## src/rtl/keypad_entry_ctrl.sv

```systemverilog
// ============================================================================
// keypad_entry_ctrl - 4x3 keypad scan/debounce, BCD entry, BCD-to-binary conversion, valid/ready output. Rev 1.0
// ============================================================================
`default_nettype none
`timescale 1ns/1ps

module keypad_entry_ctrl #(
  parameter int NUM_DIGITS = 9,
  parameter int BIN_W      = 64,
  parameter int SCAN_DIV   = 4,
  parameter int DEBOUNCE   = 2
) (
  input  logic                                  clk,
  input  logic                                  rst,
  input  logic                                  flush,
  input  logic [2:0]                            key_col,
  output logic [3:0]                            key_row,
  input  logic                                  out_ready,
  output logic                                  key_valid,
  output logic [3:0]                            key_code,
  output logic [4*NUM_DIGITS-1:0]               bcd,
  output logic [$clog2(NUM_DIGITS+1)-1:0]       digit_cnt,
  output logic [BIN_W-1:0]                      bin,
  output logic                                  out_valid,
  output logic                                  busy
);

  localparam int CW  = $clog2(NUM_DIGITS + 1);
  localparam int BW  = 4 * NUM_DIGITS;
  localparam int SCW = (SCAN_DIV > 1) ? $clog2(SCAN_DIV) : 1;
  localparam int DBW = $clog2(DEBOUNCE + 1);

  typedef enum logic [1:0] {IDLE = 2'd0, CONV = 2'd1, DONE = 2'd2} state_t;

  logic [SCW-1:0] scan_cnt;
  logic [1:0]     row_idx;
  logic           found;
  logic [3:0]     cap_code;
  logic           hit_prev;
  logic [3:0]     code_prev;
  logic [DBW-1:0] stab_cnt;
  logic           armed;

  logic           dwell_end, frame_end, col_hit, frame_hit, same_key, key_evt, rearm;
  logic [1:0]     col_sel;
  logic [3:0]     this_code, frame_code;
  logic [DBW-1:0] next_cnt;

  state_t         state;
  logic [BIN_W-1:0] acc, acc_next;
  logic [CW-1:0]  conv_idx;
  logic [3:0]     cur_digit;

  always_comb begin
    dwell_end = (scan_cnt == SCW'(SCAN_DIV - 1));
    frame_end = dwell_end && (row_idx == 2'd3);
    col_hit   = |key_col;
    if (key_col[2])      col_sel = 2'd0;
    else if (key_col[1]) col_sel = 2'd1;
    else                 col_sel = 2'd2;
    case (row_idx)
      2'd0:    this_code = 4'd1 + {2'b00, col_sel};
      2'd1:    this_code = 4'd4 + {2'b00, col_sel};
      2'd2:    this_code = 4'd7 + {2'b00, col_sel};
      default: begin
        case (col_sel)
          2'd0:    this_code = 4'd10;
          2'd1:    this_code = 4'd0;
          default: this_code = 4'd11;
        endcase
      end
    endcase
    // An earlier row in the same frame always takes priority over this one
    frame_hit  = found | col_hit;
    frame_code = found ? cap_code : this_code;
    same_key   = (frame_hit == hit_prev) && (!frame_hit || (frame_code == code_prev));
    if (!same_key)                      next_cnt = DBW'(1);
    else if (stab_cnt == DBW'(DEBOUNCE)) next_cnt = stab_cnt;
    else                                next_cnt = stab_cnt + DBW'(1);
    key_evt = frame_end && armed && frame_hit && (next_cnt == DBW'(DEBOUNCE));
    rearm   = frame_end && !armed && !frame_hit && (next_cnt == DBW'(DEBOUNCE));
  end

  always_ff @(posedge clk or negedge rst) begin
    if (!rst) begin
      scan_cnt  <= '0;
      row_idx   <= 2'd0;
      key_row   <= 4'b1000;
      found     <= 1'b0;
      cap_code  <= 4'd0;
      hit_prev  <= 1'b0;
      code_prev <= 4'd0;
      stab_cnt  <= '0;
      armed     <= 1'b1;
      key_valid <= 1'b0;
      key_code  <= 4'd0;
    end else begin
      key_valid <= key_evt;
      if (key_evt) key_code <= frame_code;
      if (dwell_end) begin
        scan_cnt <= '0;
        row_idx  <= row_idx + 2'd1;
        key_row  <= {key_row[0], key_row[3:1]};
        if (frame_end) begin
          found     <= 1'b0;
          hit_prev  <= frame_hit;
          code_prev <= frame_code;
          stab_cnt  <= next_cnt;
          if (key_evt) armed <= 1'b0;
          if (rearm)   armed <= 1'b1;
        end else if (!found && col_hit) begin
          found    <= 1'b1;
          cap_code <= this_code;
        end
      end else begin
        scan_cnt <= scan_cnt + SCW'(1);
      end
    end
  end

  // Most significant digit first, leading zeros included
  always_comb begin
    cur_digit = 4'(bcd >> (4 * (NUM_DIGITS - 1 - int'(conv_idx))));
    acc_next  = (acc << 3) + (acc << 1) + BIN_W'(cur_digit);
  end

  always_ff @(posedge clk or negedge rst) begin
    if (!rst) begin
      state     <= IDLE;
      bcd       <= '0;
      digit_cnt <= '0;
      acc       <= '0;
      conv_idx  <= '0;
      bin       <= '0;
      out_valid <= 1'b0;
      busy      <= 1'b0;
    end else if (flush) begin
      state     <= IDLE;
      bcd       <= '0;
      digit_cnt <= '0;
      acc       <= '0;
      conv_idx  <= '0;
      out_valid <= 1'b0;
      busy      <= 1'b0;
    end else begin
      case (state)
        IDLE: begin
          // Digits and backspace act on the edge the key is reported; Enter acts one cycle later
          if (key_evt && (frame_code <= 4'd9)) begin
            if (digit_cnt < CW'(NUM_DIGITS)) begin
              bcd       <= (bcd << 4) | BW'(frame_code);
              digit_cnt <= digit_cnt + CW'(1);
            end
          end else if (key_evt && (frame_code == 4'd10)) begin
            if (digit_cnt != '0) begin
              bcd       <= bcd >> 4;
              digit_cnt <= digit_cnt - CW'(1);
            end
          end else if (key_valid && (key_code == 4'd11) && (digit_cnt != '0)) begin
            acc      <= '0;
            conv_idx <= '0;
            busy     <= 1'b1;
            state    <= CONV;
          end
        end
        CONV: begin
          acc <= acc_next;
          if (conv_idx == CW'(NUM_DIGITS - 1)) begin
            bin       <= acc_next;
            out_valid <= 1'b1;
            state     <= DONE;
          end else begin
            conv_idx <= conv_idx + CW'(1);
          end
        end
        DONE: begin
          if (out_ready) begin
            out_valid <= 1'b0;
            bcd       <= '0;
            digit_cnt <= '0;
            busy      <= 1'b0;
            state     <= IDLE;
          end
        end
        default: state <= IDLE;
      endcase
    end
  end

endmodule

`default_nettype wire

```

## config.mk

```make
export PLATFORM = sky130hd
export DESIGN_NAME = keypad_entry_ctrl
export DESIGN_NICKNAME = d
export VERILOG_FILES = /design/src/rtl/keypad_entry_ctrl.sv
export SDC_FILE = /design/constraint.sdc
export NUM_CORES = 1
export LEC_CHECK = 0
export BUFFER_PORTS_ARGS = -buffer_cell sky130_fd_sc_hd__buf_2
export CAP_MARGIN = 5
export CORE_ASPECT_RATIO = 0.5
export CORE_MARGIN = 2
export CORE_UTILIZATION = 55
export DETAILED_ROUTE_END_ITERATION = 8
export HOLD_SLACK_MARGIN = 0.15
export PLACE_DENSITY = 0.79
export SYNTH_ARGS = -nofsm -noshare
export SYNTH_HDL_FRONTEND = slang
export SYNTH_SLANG_ARGS = --single-unit
```

## constraint.sdc

```tcl
create_clock -name clk -period 16.1 [get_ports clk]
set_clock_uncertainty 0.2 [all_clocks]
set_input_delay 0.805 -clock clk [delete_from_list [all_inputs] [get_ports clk]]
set_output_delay 0.805 -clock clk [all_outputs]
set_load 0.005 [all_outputs]
```

# Word-level counts from Yosys, hierarchy flattened
# Cells that the tools add are included.
# totals
in_bits,7
wordCells,152
out_inout_bits,115
register_bits,201
# classes
order_cmp,2
eq_ne,23
reduce_logical,38
mux,53
bitwise,4
n_shift,1
addsub,12
# ops
operator,n
two-way mux 63 bit,4
two-way mux 36 bit,6
one-hot mux 63 bit (2 select lines),1
one-hot mux 36 bit (2 select lines),1
adder 64 x 4 -> 64 bit,1
adder 64 bit,1
two-way mux 4 bit,12
bitwise OR 36 x 4 -> 36 bit,1
>> shifter 36 x 32 -> 4 bit,1
one-hot mux 4 bit (2 select lines),3
two-way mux 2 bit,11
AND reduction 5 bit,4
!= test 3 bit (second input constant),6
logical AND 1 bit,13
== test 2 bit (second input constant),6
== test 4 bit (second input constant),3
!= test 4 bit (second input constant),3
one-hot mux 4 bit (3 select lines),1
AND reduction 3 bit,4
two-way mux 1 bit,11
nonzero test 3 bit,3
adder 3 x 2 -> 4 bit (first input constant),2
adder 4 x 1 -> 4 bit (second input constant),2
adder 2 x 1 -> 2 bit (second input constant),3
other kinds (20),30

# Longest topological paths before layout
# depth
ltp_word,17
mapped_depth,23
ltp_nobuf,20

# Worst setup path after synthesis
# No wires, ideal clock.
# synth_path
kind,reg-to-reg
startpoint,register conv_idx[0]
endpoint,register bin[56]
arrival_ns,5.033
setup_slack_ns,10.743
stages_incl_launch_ff,23
setup_time_ns,0.125
synth_period_minus_slack_ns,5.357
n_path_buf,3
t_required_ns,15.775
path_cell_list,dfrtp_1 > clkbuf_1 > buf_2 > inv_1 > ha_1 > clkbuf_1 > nor4_1 > nand2_1 > o21ai_0 > nand2_1 > fa_1 > inv_1 > fa_1 > a21oi_1 > o21ai_1 > a311o_1 > a21oi_2 > a211o_1 > a211oi_1 > or2_2 > a211oi_2 > xnor2_1 > mux2_2
# synth_between
elab_chain_len,3
word_cells_on_any_way,5
classes_between,add/sub (2); eq/ne (1); shift (1); reduce/logical (1)
# synth_lines
element,line_no,rtl
"start, declared",51,logic [CW-1:0] conv_idx;
"start signal, assigned",173,conv_idx <= conv_idx + CW'(1);
subtractor 4 x 4 -> 5 bit,123,cur_digit = 4'(bcd >> (4 * (NUM_DIGITS - 1 - int'(conv_idx))));
>> shifter 36 x 32 -> 4 bit,123,
adder 64 x 4 -> 64 bit,124,acc_next = (acc << 3) + (acc << 1) + BIN_W'(cur_digit);
"end signal, assigned",169,bin <= acc_next;
"end, declared",23,"output logic [BIN_W-1:0] bin,"
# Parallel ways exist; a longest one is shown, timed or not.
# A chain may end at the register's enable or synchronous reset.

# Worst setup path in the final report
# layout_path
startpoint,register conv_idx[0]
endpoint,register acc[60]
# layout_between
elab_chain_len,5
# layout_lines
element,line_no,rtl
subtractor 4 x 4 -> 5 bit,123,
>> shifter 36 x 32 -> 4 bit,123,
adder 64 x 4 -> 64 bit,124,
one-hot mux 63 bit (2 select lines),146,case (state)
two-way mux 63 bit,137,end else if (flush) begin
"end signal, assigned",167,acc <= acc_next;
"end, declared",50,"logic [BIN_W-1:0] acc, acc_next;"
# No other way between the ends.

==> metrics.csv <==
stage,metric,value,unit
synthesis,Yosys warning total,0,
power_and_ir_drop,Comb pwr share,3.9,%
floorplanning,die width,223,um
synthesis,main combinational cell family by area after synthesis,compound AO/OA/AOI/OAI gates,
layout,area of the multi-input gates,7760,sq um
clock_network,total CTS buffers,20,
drt,Vias/cell,6.04,
power_and_ir_drop,Final Power,1.07,mW
drt,met2 WL,14700,um
power_and_ir_drop,switching power,0.238,mW
drt,first-pass iteration count of the detailed router,5,
synthesis,Yosys reg bits,201,
layout,P&R area growth vs syn,11.1,%
drt,DR WL/cell,17.7,um
job,Max-Cap Viols,0,
power_and_ir_drop,clock network power share,48.0,%
synthesis,number of flops mapped to enable cells by yosys,0,
sta,fin. max-slew vios,0,
sta,post-layout min period,5.85,ns
sta,Setup-failing EPs final,0,
drt,met3 wire length,1870,um
power_and_ir_drop,worst-case vdd ir drop,0.0000600,V
grt,pin count of the biggest net entering global routing,80,
critical_path,R2R Path Start,conv_idx[0],
layout,layout cell share with drive strength beyond 1,14.6,%
grt,GRT Overall Usage,26.1,%
clock_network,CTS tree,yes,
clock_network,Worst-path clk slew,0.06,ns
power_and_ir_drop,switch share,22.3,%
drt,vias post-DR,11000,
synthesis,Post-Synth Simple-Gate Area,15.1,%
critical_path,crit-path cells,inv_1 > ha_1 > nor4_1 > a21oi_1 > a21oi_1 > ha_1 > ha_1 > fa_1 > a21oi_1 > o21ai_1 > o21ai_0 > o21ai_0 > o21a_1 > nor4b_4 > a31oi_2 > a2111oi_2 > xor2_1 > o21ai_1,
floorplanning,site row count,40,
sta,RSZ-0062 raised after global routing,false,
floorplanning,I/O pins,122,
place,dpl cells,1790,
critical_path,"delay-heaviest family, CP",compound AO/OA/AOI/OAI gates,
min_path,Min-Delay Path Class,reg -> reg,
clock_network,clk sinks,201,
critical_path,path depth of the worst reg2reg path,18,
clock_network,root buffer cell,clkbuf_16,
clock_network,Clock Path Buffers,3,
synthesis,Synth Area in XOR/XNOR,4.57,%
critical_path,"Max FO, Critical Path",15,
critical_path,Crit. Startpoint,conv_idx[0],
clock_network,cts repair resizes,0,
min_path,Worst Min Path Start,scan_cnt[0],
sta,Worst Tran Pin Value,1.04,ns
clock_network,H-tree levels,1,
synthesis,Post-Synthesis Cells,1422,
critical_path,WP buf/inv,1,
layout,final core occ,61.7,%
critical_path,Crit Path Class,reg -> reg,
place,gp weighted congestion,0.944,
sta,WHS,0.224,ns
critical_path,delay of the slowest critical-path stage,0.75,ns
clock_network,later-pin clock latency in the skew report,0.52,ns
synthesis,Synth Area in Compound Gates,20.0,%
critical_path,R2R Path End,acc[60],
sta,slew margin rel.,30.8,%
power_and_ir_drop,Lkg Pwr,7.71,nW
synthesis,Mapped Area,13200,sq um
place,HPWL after detailed placement,23700,um
synthesis,Cell variety after synth,84,
power_and_ir_drop,Power Density,72.7,nW/um^2
place,IO buf count,121,
sta,Fmax achieved,171,MHz
grt,global-route wire length before repair,54900,um
min_path,Min-Delay Endpoint,scan_cnt[0],
critical_path,critical path capture point type,register,
clock_network,cts hold-fix bufs,1,
synthesis,mux contribution to synthesized area,5.56,%
sta,Fin. Hold Viols,0,
drt,final wirelength,32400,um
critical_path,CP startpoint kind,register,
floorplanning,DIE AREA,25400,sq um
sta,fin crit share,36.3,%
drt,Detail Route Antenna Nets,0,
critical_path,"Max stage delay cell, worst path",dfrtp_1,
grt,GRT overflow,0,
critical_path,CP arrival,6.01,ns
floorplanning,core area,23800,sq um
min_path,hold path depth,1,
drt,Max Used Layer,met4,
synthesis,syn nets,1566,
power_and_ir_drop,Flop pwr share,48.1,%
sta,Setup TNS Final,0,ns
layout,Final #Nets,1642,
floorplanning,initial core utilization,55.5,%
synthesis,sequential area share after synthesis,38.1,%
drt,Iter 0 DRT Violations,908,
layout,diodes inserted,0,
grt,vias in the first global route,10800,
floorplanning,die span in y,114,um
drt,Metal-1 WL,15300,um
grt,antenna violations before repair,0,
layout,FF+latch area,5030,sq um
power_and_ir_drop,Cell Int Power,0.830,mW
synthesis,Synth async-reset ratio,100,%
outcome,status,"finished, final reports clean",
synthesis,main flop type after synthesis,dfrtp_1,
critical_path,R2R setup slack,10.26,ns
critical_path,WP data required,16.27,ns
drt,Post-route DRC,0,
clock_network,setup bufs post-CTS,0,
layout,fillers,2044,
layout,final cell count without fillers,1826,
synthesis,area share of fa/ha/maj cells after synthesis,13.1,%
synthesis,Synth Area per Inst,9.30,sq um
## kinds of logic after synthesis
kind of cell / after synthesis
buf+inv: 106
xor+xnor: 69
fa+ha+maj: 137
simple gates: 452
mux: 61
flops: 201
compound gates: 396
## flip-flops by register name, indices dropped and copies added, names as in the netlist
register   flops
acc           63
armed          1
bcd           36
bin           64
busy           1
cap_code       4
code_prev      4
conv_idx       4
digit_cnt      4
found          1
hit_prev       1
key_code       4
key_row        4
key_valid      1
out_valid      1
row_idx        2
scan_cnt       2
stab_cnt       2
state          2
## worst max-delay path by stage
stage	slack, ns	endpoint	depth (start not counted)
3_3_place_gp	10.50	digit_cnt[3]	18
2_1_floorplan	10.74	bin[56]	22
3_5_place_dp	10.28	digit_cnt[3]	18
5_1_grt	9.83	acc[60]	19
6_report	10.26	acc[60]	18
4_1_cts	10.27	acc[60]	18
## layout by cell type, fill, tap and decap left out, drive strengths merged, types with 33 or more instances in the layout
cell type  count
dfrtp        199
nor2          67
buf          127
nand2        270
xnor2         40
mux2i         33
a22o          58
ha           134
o21ai        121
a21oi         92
## synthesized netlist by cell type (8+ instances only)
library cell	instances	area share, %
nor2b_1	11	0.52
nor2_1	66	1.9
a21o_1	28	1.6
nand4_1	16	0.76
nand2_1	270	7.7
a21oi_1	89	3.4
xor2_1	29	1.9
mux2_2	20	1.7
o21ai_0	100	3.8
xnor2_1	40	2.6
mux4_2	8	1.4
clkbuf_1	48	1.4
o21bai_1	14	0.79
o21a_1	10	0.57
ha_1	134	13
buf_2	17	0.64
nand3_1	29	1.1
o21ai_1	20	0.76
inv_1	30	0.85
mux2i_1	33	2.5
nor3_1	14	0.53
a22o_1	58	3.8
o31ai_1	12	0.68
dfrtp_1	199	38
## through the flow
stage | setup slack [ns] | cell area, sq um
after floorplan | 10.74 | 13200
after global placement | 10.50 | 14000
after detailed placement | 10.28 | 14000
after CTS | 10.27 | 14700
after global routing | 9.83 | 14700
final | 10.26 | 14700
## area by class of cell
| class | count | share of cell area (%) |
|---|---|---|
| tap | 315 | 2.68 |
| timing repair buffer | 129 | 4.61 |
| sequential | 201 | 34.3 |
| clock inverter | 8 | 1.05 |
| multi-input combinational | 1115 | 52.8 |
| clock buffer | 27 | 3.79 |
| inverter | 31 | 0.792 |
## layer usage
layer	GRT usage (%)	up-vias
met2	42.6	308
met4	4.49	0
met3	4.40	44
li1	-	5252
met1	37.5	5420
met5	0	-
## power by group through the flow
stage / clock network (mW) / registers (mW) / logic (mW)
2_1_floorplan: 0 / 0.522 / 0.0249
3_3_place_gp: 0 / 0.523 / 0.0400
3_5_place_dp: 0 / 0.523 / 0.0424
4_1_cts: 0.522 / 0.513 / 0.0428
5_1_grt: 0.547 / 0.514 / 0.0486
6_report: 0.512 / 0.514 / 0.0420
Note: power is estimated with default switching activity, not from simulation.
